### src/rtl/itof_pipe_if.sv
// itof_pipe_if: request/response valid-ready handshake for the integer-to-float converter.
interface itof_pipe_if;
    logic        in_valid, in_ready, in_unsigned;
    logic        out_valid, out_ready;
    logic [31:0] x, y;
    modport master (output in_valid, x, in_unsigned, out_ready, input in_ready, out_valid, y);
    modport slave (input in_valid, x, in_unsigned, out_ready, output in_ready, out_valid, y);
endinterface

### src/rtl/itof_pipe.sv
// itof_pipe: two-stage int32/uint32 to IEEE-754 single converter (fcvt.s.w / fcvt.s.wu).
// Stage 1 takes magnitude and leading-zero count; stage 2 normalizes, rounds and packs.
module itof_pipe #(
    parameter bit TIE_EVEN = 1'b1
) (
    input logic        clk,
    input logic        rstn,
    itof_pipe_if.slave io
);
    logic        s1_valid_q, s1_valid_d, s1_sign_q, s1_sign_d, s2_valid_q, s2_valid_d;
    logic [31:0] s1_mag_q, s1_mag_d, y_q, y_d;
    logic [5:0]  s1_lz_q, s1_lz_d;
    logic        s1_adv, s2_adv, sign, rup, carry;
    logic [31:0] mag, packed_y;
    logic [30:0] norm;
    logic [5:0]  lz;
    logic [22:0] frac;
    logic [7:0]  exp_v;
    always_comb begin
        s2_adv = !s2_valid_q || io.out_ready;
        s1_adv = !s1_valid_q || s2_adv;
        sign = !io.in_unsigned && io.x[31];
        mag = sign ? ~io.x + 32'd1 : io.x;
        lz = 6'd32;
        for (int i = 0; i < 32; i++) if (mag[i]) lz = 6'(31 - i);
        norm = 31'(s1_mag_q << s1_lz_q[4:0]);
        rup = norm[7] && (TIE_EVEN ? (|norm[6:0] || norm[8]) : 1'b1);
        {carry, frac} = {1'b0, norm[30:8]} + 24'(rup);
        exp_v = 8'd158 - {2'b0, s1_lz_q} + {7'b0, carry};
        // lz of 32 only occurs for a zero magnitude, which must pack as +0
        packed_y = s1_lz_q[5] ? 32'd0 : {s1_sign_q, exp_v, frac};
        s1_valid_d = s1_adv ? io.in_valid : s1_valid_q;
        s1_sign_d = s1_adv && io.in_valid ? sign : s1_sign_q;
        s1_mag_d = s1_adv && io.in_valid ? mag : s1_mag_q;
        s1_lz_d = s1_adv && io.in_valid ? lz : s1_lz_q;
        s2_valid_d = s2_adv ? s1_valid_q : s2_valid_q;
        y_d = s2_adv && s1_valid_q ? packed_y : y_q;
    end
    always_ff @(posedge clk or negedge rstn) begin
        if (!rstn) begin
            s1_valid_q <= 1'b0;
            s1_sign_q <= 1'b0;
            s1_mag_q <= 32'd0;
            s1_lz_q <= 6'd0;
            s2_valid_q <= 1'b0;
            y_q <= 32'd0;
        end else begin
            s1_valid_q <= s1_valid_d;
            s1_sign_q <= s1_sign_d;
            s1_mag_q <= s1_mag_d;
            s1_lz_q <= s1_lz_d;
            s2_valid_q <= s2_valid_d;
            y_q <= y_d;
        end
    end
    assign io.in_ready = s1_adv;
    assign io.out_valid = s2_valid_q;
    assign io.y = y_q;
endmodule

### src/flat_wrapper.sv
// flat-port wrapper written by rule: the top's interface ports become plain ports
module itof_pipe_flat 
#(
    parameter bit TIE_EVEN = 1'b1
)
  (clk, rstn, io_in_valid, io_x, io_in_unsigned, io_out_ready, io_in_ready, io_out_valid, io_y);
  itof_pipe_if io_i ();
  input logic clk;
  input logic rstn;
  input wire logic [$bits(io_i.in_valid)-1:0] io_in_valid;
  input wire logic [$bits(io_i.x)-1:0] io_x;
  input wire logic [$bits(io_i.in_unsigned)-1:0] io_in_unsigned;
  input wire logic [$bits(io_i.out_ready)-1:0] io_out_ready;
  output wire logic [$bits(io_i.in_ready)-1:0] io_in_ready;
  output wire logic [$bits(io_i.out_valid)-1:0] io_out_valid;
  output wire logic [$bits(io_i.y)-1:0] io_y;
  assign io_i.in_valid = io_in_valid;
  assign io_i.x = io_x;
  assign io_i.in_unsigned = io_in_unsigned;
  assign io_i.out_ready = io_out_ready;
  assign io_in_ready = io_i.in_ready;
  assign io_out_valid = io_i.out_valid;
  assign io_y = io_i.y;
  itof_pipe #(.TIE_EVEN(TIE_EVEN)) u_core (.clk(clk), .rstn(rstn), .io(io_i));
endmodule
### config.mk
export PLATFORM = sky130hd
export DESIGN_NAME = itof_pipe_flat
export DESIGN_NICKNAME = d
export VERILOG_FILES = /design/src/rtl/itof_pipe_if.sv /design/src/rtl/itof_pipe.sv /design/src/flat_wrapper.sv
export SDC_FILE = /design/constraint.sdc
export NUM_CORES = 1
export LEC_CHECK = 0
export CORE_ASPECT_RATIO = 0.7
export CORE_MARGIN = 2
export CORE_UTILIZATION = 59
export DETAILED_ROUTE_END_ITERATION = 12
export GPL_ROUTABILITY_DRIVEN = 1
export PLACE_DENSITY = 0.9
export SYNTH_ARGS = -nofsm -noshare
export SYNTH_HDL_FRONTEND = slang
export SYNTH_SLANG_ARGS = --single-unit
### constraint.sdc
create_clock -name clk -period 4.3 [get_ports clk]
set_input_delay 1.075 -clock clk [delete_from_list [all_inputs] [get_ports clk]]
set_output_delay 1.075 -clock clk [all_outputs]
set_load 0.05 [all_outputs]
==> impl_metrics.ini, run 1 <==
[worst_setup_path]
worst-r2r-cell-count = 13
crit_family = simple AND/OR/NAND/NOR gates
crit_path_frequent_cell = o21ai_0
r2r_end = u_core.io.y[27]
critPathSlowestCell = or4_1
crit_type = input pin to register
ff2ff_setup_slack_ns = 0.33
r2r_start = u_core.s1_lz_q[0]
cp_num_buf_inv = 2
cp.required_ns = 4.57
worstPathArrival_ns = 4.27
slowest_delay_ns = 0.66
crit_path_start_kind = input pin
worst_setup_path_end_kind = register
worstSetupPathDepth = 10
cp_max_fo = 6
path_cells = clkdlybuf4s50_1 > or4_1 > nor4_2 > o21ai_0 > a311o_1 > or2_2 > nor4_1 > buf_4 > nand2_1 > o21ai_0

[synth]
synth_cell_type_count = 77
synth_flop_cell = dfrtp_1
synth-edff-count = 0
synth_seq_area_share = 0.268
async_flop_share = 1.00
yosys_register_bits = 72
synth_area_per_cell_um2 = 8.92
synthCells = 754
synth.cell_area_mm2 = 0.00672
yosys_warnings = 0
synth_nets = 796

[clock_tree]
cts_root_buffer = clkbuf_16
cts.sink_count = 72
cts_buffers = 9
clock_latency_ns = 0.35
cts.htree.levels = 3
clock_path_buffers = 2
cts_tree = done
clkTransAtPathRegs_ns = 0.06

[routing]
routedWlPerCell_um = 21.8
drt_wl_total_um = 22000
drtPass1Iterations = 6
drc = 0
avgViaCountPerCell = 6.93
dr_total_vias = 6982
drtIter0Drc = 888
ant_nets = 0

[global_routing]
grtUsageTotal = 0.366
grt_pass1_vias = 6421
grt_pass1_wl_um = 35200
globalRouteOverflowTotal = 0
grt_max_degree = 49
antenna_found_initial = 0

[timing]
period_minus_slack_ns = 3.99
fin_skew_ns = 0.00508
slew_violations = 0
fin_crit_sh = 0.928
rsz0062_at_grt = false
tightestPinTransition_ns = 1.10
clock.fmax_mhz = 251
relSlewSlack = 0.266
setup_ws_ns = 0.308
hold_violations = 0
holdWs_ns = 0.475
setup_viol = 0
tns_ns = 0

[die]
die_x_um = 132
num_rows = 32
ios = 71
fp.dieH_um = 93.3
initial_utilization = 0.608
core_mm2 = 0.0111
dieArea_mm2 = 0.0123

[cells_and_area]
fillCellCount = 842
area_growth_pct = 21.2
most-common-layout-cells = 92 x nand2_1, 70 x dfrtp_1, 69 x clkdlybuf4s50_1, 69 x buf_4, 55 x o21ai_0
multi_input_area_mm2 = 0.00458
layout.area.seq_mm2 = 0.00181
diodes = 0
nets = 891
drive_gt1_frac = 0.197
layout_commonest_cell = nand2_1

[pwr]
p_leak_nw = 3.21
power_density_mw_per_mm2 = 461
power.total_mw = 3.76
vdd_drop_max_mv = 0.413

[worst_hold_path]
hp-start = u_core.io.y[6]
holdPathEnd = u_core.io.y[6]
hold-path-cell-count = 2
min_path_type = register to register

[place]
hpwl_um = 16900
place_ws_ns = -0.0786
gp_congestion = 0.973
port_buffers = 70

[flow_run]
max-cap-violations = 0

[status]
status = complete, no violations
logic make-up (layout without fill, tap and decap cells):
group	count (synthesis)	after routing	synth area share
mux	71	71	0.174
flops	72	72	0.268
xor+xnor	52	52	0.0677
simple gates	274	274	0.206
buf+inv	68	168	0.0523
compound gates	212	212	0.222
fa+ha+maj	5	5	0.00930
worst max-delay path by stage:
| stage | startpoint | to | slack [ns] |
|---|---|---|---|
| 2_1_floorplan | io_x[0] | u_core.s1_lz_q[4] | 0.54 |
| 3_3_place_gp | io_x[1] | u_core.s1_lz_q[5] | 0.04 |
| 3_5_place_dp | io_x[23] | u_core.s1_lz_q[5] | -0.08 |
| 4_1_cts | u_core.s1_lz_q[0] | u_core.io.y[27] | 0.18 |
| 5_1_grt | u_core.s1_lz_q[0] | u_core.io.y[27] | 0.1 |
| 6_report | io_x[23] | u_core.s1_lz_q[5] | 0.31 |
stage by stage:
step,std cells,instance area (um^2),utilization
after floorplan,754,6720,-
after global placement,990,7850,0.710
after detailed placement,990,7850,0.710
after CTS,1006,8130,0.735
after global routing,1007,8150,0.737
final,1007,8150,0.737
synth_stat cells (all sizes together), types with 4 or more instances:
cell,instances,area [um^2]
o21ai,56,292
a32oi,5,43.8
and2,4,25.0
o31ai,14,110
o211ai,5,37.5
mux4,35,788
dfrtp,72,1800
xor2,20,175
inv,10,37.5
clkbuf,33,124
o22ai,5,31.3
a22o,22,193
or3,12,85.1
a21o,5,37.5
mux2i,19,190
nor3b,7,52.6
a21oi,30,150
o22a,5,43.8
xnor2,32,280
nor2,54,203
o221ai,4,35.0
nor4,17,106
mux2,17,191
nand2b,14,95.1
a32o,6,60.1
nand2,93,349
a31oi,15,93.8
buf,24,186
ha,5,62.6
or2,7,43.8
nand3,19,110
a41oi,6,52.6
nand4,5,31.3
nor3,19,100
or4,6,45.0
layer usage:
layer,vias up,wire (um),track usage
met5,-,0,0
met2,434,9350,0.524
met4,0,293,0.0752
met3,43,2720,0.130
li1,3090,-,-
met1,3415,9630,0.536
final cells by class:
| class | instances | area share |
|---|---|---|
| flip-flops and latches | 72 | 0.222 |
| clock inverters | 6 | 0.00522 |
| clock buffers | 10 | 0.0293 |
| multi-input cells | 614 | 0.562 |
| inverters | 11 | 0.00507 |
| repair buffers | 141 | 0.153 |
| well taps | 153 | 0.0235 |
worst reg2reg max path, delay by kind of cell, from the launching register on:
kind / cells / cell delay (ns)
adder cells (fa/ha/maj): 2 / 0.51
buffers and inverters: 1 / 0.24
AND/OR/NAND/NOR: 5 / 0.80
XOR/XNOR: 1 / 0.14
multiplexers: 2 / 1.08
flip-flops: 1 / 0.56
AO/OA/AOI/OAI: 2 / 0.54
sequential cells by signal (all words and copies together), names as in the netlist:
| signal | cells |
|---|---|
| u_core.io.out_valid | 1 |
| u_core.io.y | 32 |
| u_core.s1_lz_q | 6 |
| u_core.s1_mag_q | 31 |
| u_core.s1_sign_q | 1 |
| u_core.s1_valid_q | 1 |
where the power goes:
part           total [mW]  internal, mW  switching [mW]
logic                2.03         0.833            1.20
registers            1.01         0.838           0.172
clock network       0.716         0.407           0.309
total                3.76          2.08            1.68
what timing repair did:
item,in CTS,in global routing
hold buffers,0,0
endpoints found under the setup margin,0,3
buffers inserted,0,1
gates resized for setup,0,3
No activity file was read; power rests on OpenSTA's default activity.
==> run 2: changes to the inputs <==
Settings changed: CORE_MARGIN 2 to unset.
==> run 2 against run 1 <==
  * Sequential share of layout area down 0.075 points
  * Wire length up 3.7%
  * Sequential cell count unchanged
  * Register-to-register slack worse by 0.20 ns
  * Global-route usage increased by 3.5 points
  * Via count up 1.8%
  * Setup slack got worse by 0.18 ns
  * Fmax down 4.2%
  * Clock-buffer cell count increased by 1
  * Final cell count is the same
  * Critical path type is now register to register
  * Largest cell class unchanged
==> impl_metrics.ini, run 2 (same netlist as run 1, synthesis figures left out) <==
[die]
core_mm2 = 0.0111
fp.dieH_um = 91.3
initial_utilization = 0.608
num_rows = 32
dieArea_mm2 = 0.0118
ios = 71
die_x_um = 130

[routing]
drc = 0
drt_wl_total_um = 22800
routedWlPerCell_um = 22.6
ant_nets = 0
drtPass1Iterations = 9
drtIter0Drc = 898
avgViaCountPerCell = 7.06
dr_total_vias = 7108

[clock_tree]
cts_resized = 0
clkTransAtPathRegs_ns = 0.06
cts_root_buffer = clkbuf_16
cts_tree = done
hold_buffers = 0
clock_path_buffers = 2
cts.sink_count = 72
post-cts-setup-buffers = 0
clock_latency_ns = 0.34
cts_buffers = 9
cts.htree.levels = 3

[pwr]
p_leak_nw = 3.21
vdd_drop_max_mv = 0.399
power_density_mw_per_mm2 = 468

[flow_run]
max-cap-violations = 0

[worst_setup_path]
cp_max_fo = 16
r2r_end = u_core.io.y[27]
cp.required_ns = 4.53
crit_end = u_core.io.y[27]
cp-startpoint = u_core.s1_lz_q[0]
cp_num_buf_inv = 0
critPathSlowestCell = mux4_2
slowest_delay_ns = 0.65
worstSetupPathDepth = 12
r2r_start = u_core.s1_lz_q[0]
crit_type = register to register
worst_setup_path_end_kind = register
path_cells = mux4_2 > mux4_2 > a221oi_1 > a21oi_1 > nand3_1 > nor2_1 > nand2_1 > ha_1 > ha_1 > nand3_1 > xnor2_1 > a22o_1
ff2ff_setup_slack_ns = 0.13
worst-r2r-cell-count = 12
crit_path_start_kind = register
worstPathArrival_ns = 4.39
crit_family = multiplexers

[timing]
tightestPinTransition_ns = 1.15
rsz0062_at_grt = false
period_minus_slack_ns = 4.17
slew_violations = 0
relSlewSlack = 0.233
setup_viol = 0
hold_violations = 0
fin_crit_sh = 0.969
clock.fmax_mhz = 240
fin_skew_ns = 0.00866
tns_ns = 0
holdWs_ns = 0.477

[cells_and_area]
layout_commonest_cell = nand2_1
area_growth_pct = 21.6
largest_register_ff_count = 32
nets = 891
drive_gt1_frac = 0.194
diodes = 0
most-common-layout-cells = 92 x nand2_1, 70 x dfrtp_1, 69 x clkdlybuf4s50_1, 69 x buf_4, 55 x o21ai_0

[worst_hold_path]
min_path_type = register to register

[place]
port_buffers = 70
gp_congestion = 0.976
hpwl_um = 17300

[global_routing]
grtUsageTotal = 0.401
grt_pass1_vias = 6634
antenna_found_initial = 0
globalRouteOverflowTotal = 0
grt_max_degree = 49
grt_pass1_wl_um = 35900

[status]
status = complete, no violations
## run 2: changes by cell type in the layout (fill, tap and decap cells not counted), sizes merged
cell      delta
bufinv       +1
clkbuf       +1
clkinv       -1
clkinvlp     -1
## run 2: final cells by class
type / instances / area (um^2)
Clock inverter: 5 / 63.8
Timing Repair Buffer: 141 / 1250
Tap cell: 153 / 191
Inverter: 11 / 41.3
Sequential cell: 72 / 1810
Clock buffer: 11 / 243
Multi-Input combinational cell: 614 / 4580
Fill cell: 848 / 2880
## run 2: metal layers
metal / track usage / vias up / part of all wire
li1: - / 3084 / -
met1: 0.584 / 3426 / 0.43
met2: 0.559 / 512 / 0.42
met3: 0.133 / 86 / 0.13
met4: 0.123 / 0 / 0.027
met5: 0 / - / 0
## run 2: per-stage QoR
| step | setup WS (ns) | cell area [um^2] | cells | total power [mW] | util |
|---|---|---|---|---|---|
| after floorplan | 0.536 | 6720 | 754 | 2.35 | - |
| after global placement | 0.0992 | 7870 | 991 | 2.92 | 0.712 |
| after detailed placement | 0.0829 | 7870 | 991 | 2.98 | 0.712 |
| after CTS | 0.191 | 8170 | 1007 | 3.77 | 0.739 |
| after global routing | 0.0247 | 8180 | 1007 | 3.97 | 0.740 |
| final | 0.133 | 8180 | 1007 | 3.83 | 0.740 |
## run 2: how the worst min path moves through the flow
stage / depth (start not counted) / slack, ns / from / end
after floorplan: 2 / 0.45 / u_core.s1_mag_q[30] / u_core.s1_mag_q[30]
after global placement: 2 / 0.46 / u_core.io.y[23] / u_core.io.y[23]
after detailed placement: 2 / 0.47 / u_core.io.y[29] / u_core.io.y[29]
after CTS: 2 / 0.48 / u_core.io.y[29] / u_core.io.y[29]
after global routing: 2 / 0.51 / u_core.io.y[29] / u_core.io.y[29]
final: 2 / 0.48 / u_core.io.y[29] / u_core.io.y[29]
## run 2: worst min-delay path, stage by stage, from the launching register on
cell and delay (ns):
dfrtp_1 0.34, nand2_1 0.05, o21ai_0 0.06
## run 2: power breakdown
part	internal (mW)	leakage (nW)	switching, mW
clock	0.469	0.146	0.307
combinational	0.833	2.18	1.20
sequential	0.838	0.886	0.179
==> run 3: changes to the inputs <==
Settings changed: ABC_CLOCK_PERIOD_IN_PS set to 4300, RECOVER_POWER set to 25.
==> run 3 against run 2 <==
  * Highest routed layer unchanged
  * Largest cell class unchanged
  * Hold slack hardly changed
  * Fmax down 0.24%
  * Sequential cell count unchanged
  * The flow now finishes with violations (capacitance limit, slew limit)
  * Setup slack got worse by 0.010 ns
==> impl_metrics.ini, run 3 (same netlist as run 1, synthesis figures left out) <==
[timing]
tightestPinTransition_ns = 1.89
slew_violations = 36
setup_viol = 0
tns_ns = 0
fin_crit_sh = 0.972
holdWs_ns = 0.477
rsz0062_at_grt = false
period_minus_slack_ns = 4.18
hold_violations = 0
fin_skew_ns = 0.00979
clock.fmax_mhz = 239
relSlewSlack = -0.257
setup_ws_ns = 0.122

[pwr]
clock_power_share = 0.203
power_density_mw_per_mm2 = 469
switchingPower_mw = 1.69
p_int_mw = 2.14
power.total_mw = 3.83
p_sw_frac = 0.441
combPwrFrac = 0.532
power_frac_seq = 0.265
p_leak_nw = 3.21
vdd_drop_max_mv = 0.399

[routing]
drtIter0Drc = 896
routedWlPerCell_um = 22.7
ant_nets = 0
drc = 0
drt_wl_total_um = 22900
dr_total_vias = 7133
drtPass1Iterations = 7
avgViaCountPerCell = 7.08

[die]
initial_utilization = 0.608
die_x_um = 130
dieArea_mm2 = 0.0118
fp.dieH_um = 91.3
num_rows = 32
ios = 71
core_mm2 = 0.0111

[worst_setup_path]
r2r_start = u_core.s1_lz_q[0]
ff2ff_setup_slack_ns = 0.12
cp.required_ns = 4.53
worst-r2r-cell-count = 12
cp_num_buf_inv = 0
crit_family = multiplexers
cp_max_fo = 16
worst_setup_path_end_kind = register
r2r_end = u_core.io.y[27]
crit_type = register to register
critPathSlowestCell = a221oi_1
crit_path_start_kind = register
path_cells = mux4_2 > mux4_2 > a221oi_1 > a21oi_1 > nand3_1 > nor2_1 > nand2_1 > ha_1 > ha_1 > nand3_1 > xnor2_1 > a22o_1
worstPathArrival_ns = 4.41
slowest_delay_ns = 0.66

[place]
port_buffers = 70
place_area_mm2 = 0.00787
place_ws_ns = 0.0829
gp_congestion = 0.976
dp_cells = 991
hpwl_um = 17300

[global_routing]
grtUsageTotal = 0.401
grt_pass1_wl_um = 35900
grt_max_degree = 49
globalRouteOverflowTotal = 0
antenna_found_initial = 0
grt_pass1_vias = 6634

[clock_tree]
cts_buffers = 9
clock_latency_ns = 0.35
clkTransAtPathRegs_ns = 0.06
hold_buffers = 0
cts.sink_count = 72
cts.htree.levels = 3
cts_root_buffer = clkbuf_16
cts_tree = done
clock_path_buffers = 2

[flow_run]
max-cap-violations = 1

[cells_and_area]
largest_register_ff_count = 32
layout_commonest_cell = nand2_1
most-common-layout-cells = 92 x nand2_1, 70 x dfrtp_1, 68 x clkdlybuf4s50_1, 68 x buf_4, 55 x o21ai_0
drive_gt1_frac = 0.193
layout.cells.non_filler = 1007
nets = 891
finish.utilization = 0.739
fillCellCount = 850
area_growth_pct = 21.5
diodes = 0
design_area_mm2 = 0.00817

[worst_hold_path]
hp-start = u_core.io.y[29]
hold-path-cell-count = 2
min_path_type = register to register
holdPathEnd = u_core.io.y[29]

[status]
violations = capacitance limit, slew limit
status = finished, violations left
-- run 3: cell count changes in the layout (fill, tap and decap cells not counted) --
cell             change
buf_2                -1
buf_4                -1
clkbuf_1             +1
clkbuf_2             +1
clkdlybuf4s50_1      -1
dlygate4sd3_1        +1
-- run 3: routing by layer --
layer / track usage / up-vias / wire length, um
met5: 0 / - / 0
met4: 0.123 / 0 / 645
met3: 0.133 / 92 / 3000
met2: 0.559 / 545 / 9540
met1: 0.584 / 3407 / 9700
li1: - / 3089 / -
-- run 3: repair_timing --
action                     CTS  global route
hold endpoints to repair     0             0
gates resized for setup      0             2
buffers inserted             0             0
setup endpoints to repair    0             2
-- run 3: worst max path at each step --
stage	start	to	slack (ns)	cells past startpoint
5_1_grt	u_core.s1_lz_q[0]	u_core.io.y[27]	0.02	12
6_report	u_core.s1_lz_q[0]	u_core.io.y[27]	0.12	12
2_1_floorplan	io_x[0]	u_core.s1_lz_q[4]	0.54	11
4_1_cts	u_core.s1_lz_q[1]	u_core.io.y[27]	0.19	12
3_5_place_dp	io_x[0]	u_core.s1_lz_q[5]	0.08	13
3_3_place_gp	io_x[0]	u_core.s1_lz_q[0]	0.1	13
-- run 3: cell type report --
class / instances / area (um^2) / share of cell area
Multi-Input combinational cell: 614 / 4580 / 0.560
Sequential cell: 72 / 1810 / 0.221
Timing Repair Buffer: 141 / 1250 / 0.153
Clock buffer: 11 / 243 / 0.0297
Tap cell: 153 / 191 / 0.0234
Clock inverter: 5 / 63.8 / 0.00781
Inverter: 11 / 41.3 / 0.00505
-- run 3: power by group through the flow --
stage	Combinational, mW	Sequential [mW]	Clock, mW
2_1_floorplan	1.04	1.31	0
3_3_place_gp	1.93	0.995	0
3_5_place_dp	1.97	1.01	0
4_1_cts	1.98	1.01	0.777
5_1_grt	2.13	1.03	0.810
6_report	2.04	1.02	0.776
-- run 3: worst reg2reg max path: stages, from the launching register on --
cell	delay, ns
dfrtp_4	0.62
mux4_2	0.66
mux4_2	0.57
a221oi_1	0.66
a21oi_1	0.13
nand3_1	0.17
nor2_1	0.06
nand2_1	0.20
ha_1	0.25
ha_1	0.25
nand3_1	0.12
xnor2_1	0.15
a22o_1	0.22
